===== config.mk =====
export PLATFORM = sky130hd
export DESIGN_NAME = jk_bank_arbiter
export DESIGN_NICKNAME = d
export VERILOG_FILES = /design/src/rtl/jk_bank_arbiter.sv
export SDC_FILE = /design/constraint.sdc
export NUM_CORES = 1
export LEC_CHECK = 0
export BUFFER_PORTS_ARGS = -buffer_cell sky130_fd_sc_hd__buf_4
export CORE_UTILIZATION = 50
export DETAILED_ROUTE_END_ITERATION = 10
export GPL_TIMING_DRIVEN = 0
export HOLD_SLACK_MARGIN = 0.12
export PLACE_DENSITY = 0.87
export SYNTH_ARGS = -nofsm -noshare
export SYNTH_HDL_FRONTEND = slang
export SYNTH_SLANG_ARGS = --single-unit

===== constraint.sdc =====
create_clock -name clk -period 3 [get_ports clk]
set_input_delay 0.45 -clock clk [delete_from_list [all_inputs] [get_ports clk]]
set_output_delay 0.45 -clock clk [all_outputs]
set_load 0.1 [all_outputs]

===== src/rtl/jk_bank_arbiter.sv =====
// jk_bank_arbiter: two requesters, A and B, share one bank of WIDTH JK flops.
// Round-robin arbitration picks one requester in IDLE. Every access then runs
// a fixed IDLE -> EXEC -> DONE sequence. The latched command is decoded into
// per-bit j/k drives during EXEC, so the bank updates on the EXEC -> DONE edge.
module jk_bank_arbiter #(
  parameter int WIDTH = 8
) (
  input  logic             clk,
  input  logic             rst_n,
  input  logic             req_a,
  input  logic [2:0]       op_a,
  input  logic [WIDTH-1:0] mask_a,
  input  logic [WIDTH-1:0] data_a,
  input  logic             req_b,
  input  logic [2:0]       op_b,
  input  logic [WIDTH-1:0] mask_b,
  input  logic [WIDTH-1:0] data_b,
  output logic             gnt_a,
  output logic             gnt_b,
  output logic             done_a,
  output logic             done_b,
  output logic             err,
  output logic             busy,
  output logic [WIDTH-1:0] q
);

  typedef enum logic [1:0] {
    IDLE = 2'd0,
    EXEC = 2'd1,
    DONE = 2'd2
  } state_t;

  localparam logic [2:0] OP_NOP    = 3'd0;
  localparam logic [2:0] OP_CLEAR  = 3'd1;
  localparam logic [2:0] OP_SET    = 3'd2;
  localparam logic [2:0] OP_TOGGLE = 3'd3;
  localparam logic [2:0] OP_LOAD   = 3'd4;

  // owner / last_served encoding: 0 = A, 1 = B
  state_t           state_q, state_d;
  logic             owner_q, owner_d;
  logic             last_q, last_d;
  logic [2:0]       op_q, op_d;
  logic [WIDTH-1:0] mask_q, mask_d;
  logic [WIDTH-1:0] data_q, data_d;

  logic             winner;
  logic [WIDTH-1:0] j_vec, k_vec;
  logic             illegal;

  // Arbitration. A sole requester wins. On a tie, the side not served last wins.
  always_comb begin
    winner = 1'b0;
    if (req_a && req_b) begin
      winner = ~last_q;
    end else if (req_b) begin
      winner = 1'b1;
    end
  end

  // Next-state logic. The winner's command is captured only on leaving IDLE.
  always_comb begin
    state_d = state_q;
    owner_d = owner_q;
    last_d  = last_q;
    op_d    = op_q;
    mask_d  = mask_q;
    data_d  = data_q;
    case (state_q)
      IDLE: begin
        if (req_a || req_b) begin
          state_d = EXEC;
          owner_d = winner;
          last_d  = winner;
          if (winner) begin
            op_d   = op_b;
            mask_d = mask_b;
            data_d = data_b;
          end else begin
            op_d   = op_a;
            mask_d = mask_a;
            data_d = data_a;
          end
        end
      end
      EXEC:    state_d = DONE;
      DONE:    state_d = IDLE;
      default: state_d = IDLE;
    endcase
  end

  // Control and command registers. Reset makes B the last served, so A wins the first tie.
  always_ff @(posedge clk or negedge rst_n) begin
    if (!rst_n) begin
      state_q <= IDLE;
      owner_q <= 1'b0;
      last_q  <= 1'b1;
      op_q    <= '0;
      mask_q  <= '0;
      data_q  <= '0;
    end else begin
      state_q <= state_d;
      owner_q <= owner_d;
      last_q  <= last_d;
      op_q    <= op_d;
      mask_q  <= mask_d;
      data_q  <= data_d;
    end
  end

  assign illegal = (op_q > OP_LOAD);

  // j/k decode. It is active only in EXEC, so the bank holds in every other state.
  always_comb begin
    j_vec = '0;
    k_vec = '0;
    if (state_q == EXEC) begin
      case (op_q)
        OP_NOP:    begin j_vec = '0;      k_vec = '0;      end
        OP_CLEAR:  begin j_vec = '0;      k_vec = mask_q;  end
        OP_SET:    begin j_vec = mask_q;  k_vec = '0;      end
        OP_TOGGLE: begin j_vec = mask_q;  k_vec = mask_q;  end
        OP_LOAD:   begin j_vec = mask_q & data_q; k_vec = mask_q & ~data_q; end
        default:   begin j_vec = '0;      k_vec = '0;      end
      endcase
    end
  end

  // The JK bank: one flop per bit, each cleared asynchronously by reset.
  genvar gi;
  generate
    for (gi = 0; gi < WIDTH; gi++) begin : g_jk
      logic bit_q;
      // JK flop: 00 hold, 01 clear, 10 set, 11 toggle
      always_ff @(posedge clk or negedge rst_n) begin
        if (!rst_n) begin
          bit_q <= 1'b0;
        end else begin
          case ({j_vec[gi], k_vec[gi]})
            2'b01:   bit_q <= 1'b0;
            2'b10:   bit_q <= 1'b1;
            2'b11:   bit_q <= ~bit_q;
            default: bit_q <= bit_q;
          endcase
        end
      end
      assign q[gi] = bit_q;
    end
  endgenerate

  // All handshake outputs are decoded from registered state only.
  assign gnt_a  = (state_q == EXEC) && !owner_q;
  assign gnt_b  = (state_q == EXEC) &&  owner_q;
  assign done_a = (state_q == DONE) && !owner_q;
  assign done_b = (state_q == DONE) &&  owner_q;
  assign err    = (state_q == DONE) && illegal;
  assign busy   = (state_q != IDLE);

endmodule


==> flow_summary.rst <==
.. list-table::
   :header-rows: 1

   * - Metric
     - Value
   * - Hold Path Class
     - in2reg
   * - Depth of the CTS H-tree
     - 2
   * - Synth async-reset ratio
     - 1.000
   * - Detailed Route Iter0 Violations
     - 75
   * - Worst Setup Slack, final
     - 934.0 ps
   * - Sequence of cells on the critical path
     - nor2b_4, buf_2, and2_1, buf_4
   * - Post-DP Area
     - around 2200 sq um
   * - Synth Net Count
     - 217
   * - Initial Util
     - 0.5456
   * - Combined area of all synthesized cells
     - 1720 sq um
   * - Total routing usage reported by global routing
     - 0.2380
   * - Area share of the largest cell type after synthesis
     - 0.4364
   * - Worst Path Required
     - roughly 2600 ps
   * - Worst setup slack after placement
     - 1294 ps
   * - Area overhead of the layout relative to synthesis
     - 30.62%
   * - Clock tree from TritonCTS
     - done
   * - Worst hold path endpoint
     - last_q$_DFFE_PN1P_
   * - Hold path cells
     - 2
   * - Global-route wire length before repair
     - 6.361 mm
   * - Max Root-Sink Buffers
     - 2
   * - Fraction of layout cells with a size suffix above 1
     - 0.4017
   * - Final net count
     - 280
   * - Clk Latency, worst-skew pair
     - 340 ps
   * - Clock-pin slew on the worst setup and hold paths
     - 80 ps
   * - Diode count
     - 0
   * - Avg Inst Size Synth
     - approximately 9.8 sq um
   * - Final number of hold-violating endpoints
     - 0
   * - Number of clock sinks
     - 31
   * - GRT Residual Overflow
     - 0
   * - Overall via count from detail_route
     - 1504
   * - Critical R2R Capture
     - g_jk[0].bit_q$_DFFE_PN0P_
   * - Worst setup path category
     - reg2out
   * - Detailed placement HPWL
     - 2.775 mm
   * - Total area of multi-input combinational cells
     - 795.8 sq um
   * - Slew margin rel.
     - 0.7354
   * - Reg-to-reg slack, setup
     - about 1700 ps
   * - Achievable clock frequency
     - around 480 MHz
   * - Y dimension of the die
     - 60.66 um
   * - Worst reg2reg path startpoint
     - op_q[1]$_DFFE_PN0P_
   * - Part of the total power dissipated in combinational logic
     - 0.621
   * - Critical path peak fanout
     - 10
   * - Row count
     - 20
   * - Primary FF master, synth
     - sky130_fd_sc_hd__dfrtp_1
   * - Average via count per standard cell
     - 5.314
   * - Maximum resistive drop on vdd
     - about 1200 uV
   * - Leading area contributor after synthesis
     - sky130_fd_sc_hd__dfrtp_1
   * - Net Sw Power
     - 1459 uW
   * - Worst-case clock skew
     - 14.53 ps
   * - Commonest cells after routing, fill and taps aside
     - sky130_fd_sc_hd__buf_4, sky130_fd_sc_hd__nor2_1, sky130_fd_sc_hd__dfrtp_1, sky130_fd_sc_hd__mux2i_1, sky130_fd_sc_hd__a21oi_1
   * - Total power after layout
     - 2734 uW
   * - Endpoint type of the worst setup path
     - primary output
   * - DRC violation count after routing
     - 0
   * - Pin slew with the least headroom to its limit
     - 396.9 ps
   * - Count of buffers inserted at the top-level ports
     - 55
   * - Unrepaired setup endpoints after global routing
     - no
   * - Crit start category
     - register
   * - Core utilization of the finished layout
     - 0.7127
   * - Origin of the worst min-delay path
     - req_a
   * - Final critical-path required period
     - 2066 ps
   * - Switching share of power
     - 0.5335
   * - Top Ports
     - between 50 and 60
   * - Number of inserted filler cells in the final layout
     - 269
   * - Register bit total from synthesis
     - 31
   * - Final WL
     - 3.712 mm
   * - Most common cell after layout, fill and taps aside
     - sky130_fd_sc_hd__buf_4
   * - Static leakage
     - 0.001015 uW
   * - Final cycle utilization of the critical path
     - 0.6887
   * - Post_cts resized
     - 0
   * - Top cells by area in the synthesized netlist
     - sky130_fd_sc_hd__dfrtp_1, sky130_fd_sc_hd__mux2i_1, sky130_fd_sc_hd__nor2_1
   * - Largest net degree at the start of global routing
     - 32
   * - Largest stage delay on the critical path
     - 430 ps
   * - Setup total negative slack
     - 0 ps
   * - Number of buffers added by the clock tree synthesis step
     - 5
   * - Register area
     - 777.0 sq um
   * - Die outline area
     - roughly 3700 sq um
   * - Mean routed wirelength per cell
     - 13.12 um
   * - Synth cell types
     - 26
   * - Placeable core region
     - 3153 sq um
   * - RePlAce Congestion
     - around 0.8
   * - Sequential-to-total area share from yosys stat
     - 0.4516
   * - Length in cells of the worst reg-to-reg path
     - 4
   * - Yosys synthesis warning count
     - 0
   * - Part of the total power dissipated in sequential elements
     - 0.295
   * - Count of final setup violators
     - 0
   * - Pins over their slew limit
     - 0
   * - Portion of total power attributed to the clock network
     - 0.084
   * - EDFF count, synth
     - 0
   * - Internal power consumption
     - about 1300 uW
   * - Number of global-route vias before repair
     - 1500
   * - Pre-Repair DR Iteration Count
     - 4
   * - Die extent in x
     - 60.66 um
   * - Final ANT Viol Nets
     - 0
   * - Highest-delay cell along the critical path
     - sky130_fd_sc_hd__dfrtp_1
   * - Status
     - complete, no violations
   * - Number of antenna violations at the first check in global routing
     - 0
   * - Number of max-cap violations
     - 0
   * - Post-route cell area
     - 2247 sq um
   * - Critical path arrival
     - 1620 ps
   * - Post-CTS repair timing setup buffer count
     - 0
   * - Clock Tree Root
     - sky130_fd_sc_hd__clkbuf_4
   * - Power density relative to cell area
     - 1217 nW/um^2
   * - Number of instances in the synthesized netlist
     - around 180
   * - CTS Hold Buffers Added
     - 1
registers in the layout, summed over array words and instances (netlist names):
name        flops
data_q          8
g_jk.bit_q      8
mask_q          8
op_q            3
state_q         2
last_q          1
owner_q         1
layout make-up:
type,count,share of cell area
timing repair buffer,56,0.1882
clock buffer,8,0.02171
sequential,31,0.3458
buffer,19,0.06236
tap,44,0.02450
multi-input combinational,123,0.3541
inverter,2,0.003341
cells in the mapped netlist, types with 2 or more instances:
master and number:
sky130_fd_sc_hd__nor3b_1 7, sky130_fd_sc_hd__a21oi_2 9, sky130_fd_sc_hd__buf_4 13, sky130_fd_sc_hd__a21oi_1 12, sky130_fd_sc_hd__inv_1 2, sky130_fd_sc_hd__buf_6 2, sky130_fd_sc_hd__dfrtp_1 30, sky130_fd_sc_hd__o21ai_1 2
sky130_fd_sc_hd__nor3_1 7, sky130_fd_sc_hd__nor2_1 39, sky130_fd_sc_hd__mux2i_1 19, sky130_fd_sc_hd__a41oi_1 8, sky130_fd_sc_hd__and2_1 2, sky130_fd_sc_hd__a31oi_1 8, sky130_fd_sc_hd__buf_2 4
stage by stage:
step,hold slack [ps],instances
2_1_floorplan,154.4,175
3_3_place_gp,399.5,274
3_5_place_dp,402.7,274
4_1_cts,285.5,283
5_1_grt,292.0,283
6_report,292.5,283
cell families after synthesis:
logic type,Yosys count,share of synthesized area
and+or+nand+nor,61,0.1716
AOI/OAI and AO/OA,43,0.1804
buffers and inverters,21,0.08582
DFF,31,0.4516
muxes,19,0.1105
worst max path at each step:
stage / startpoint / endpoint / cells after the start / slack (ps)
2_1_floorplan: op_q[1]$_DFFE_PN0P_ / err / 3 / 670
3_3_place_gp: state_q[1]$_DFFE_PN0P_ / gnt_a / 4 / 1310
3_5_place_dp: state_q[1]$_DFFE_PN0P_ / gnt_a / 4 / 1290
4_1_cts: state_q[1]$_DFFE_PN0P_ / gnt_a / 4 / 930
5_1_grt: state_q[1]$_DFFE_PN0P_ / gnt_b / 4 / 820
6_report: state_q[1]$_DFFE_PN0P_ / gnt_a / 4 / 930
layer usage:
| layer | GRT usage | wire length [um] | vias to the layer above |
|---|---|---|---|
| met3 | 0.05330 | 137 | 7 |
| met2 | 0.4160 | 1896 | 33 |
| met1 | 0.2782 | 1616 | 716 |
| met5 | 0 | 0 | - |
| met4 | 0.1104 | 62 | 0 |
| li1 | - | - | 748 |
power by group through the flow:
stage	registers [uW]	logic, uW	clock network (uW)
floorplan	764	1380	0
global placement	807	1660	0
detailed placement	813	1700	0
CTS	805	1700	236
global route	839	1830	255
finish	807	1700	230
worst max-delay path: cells and delay by family (launching register included):
kind          cells  cell delay, ps
buf+inv           2             520
flops             1             430
simple gates      2             340
No activity file was read; power rests on OpenSTA's default activity.
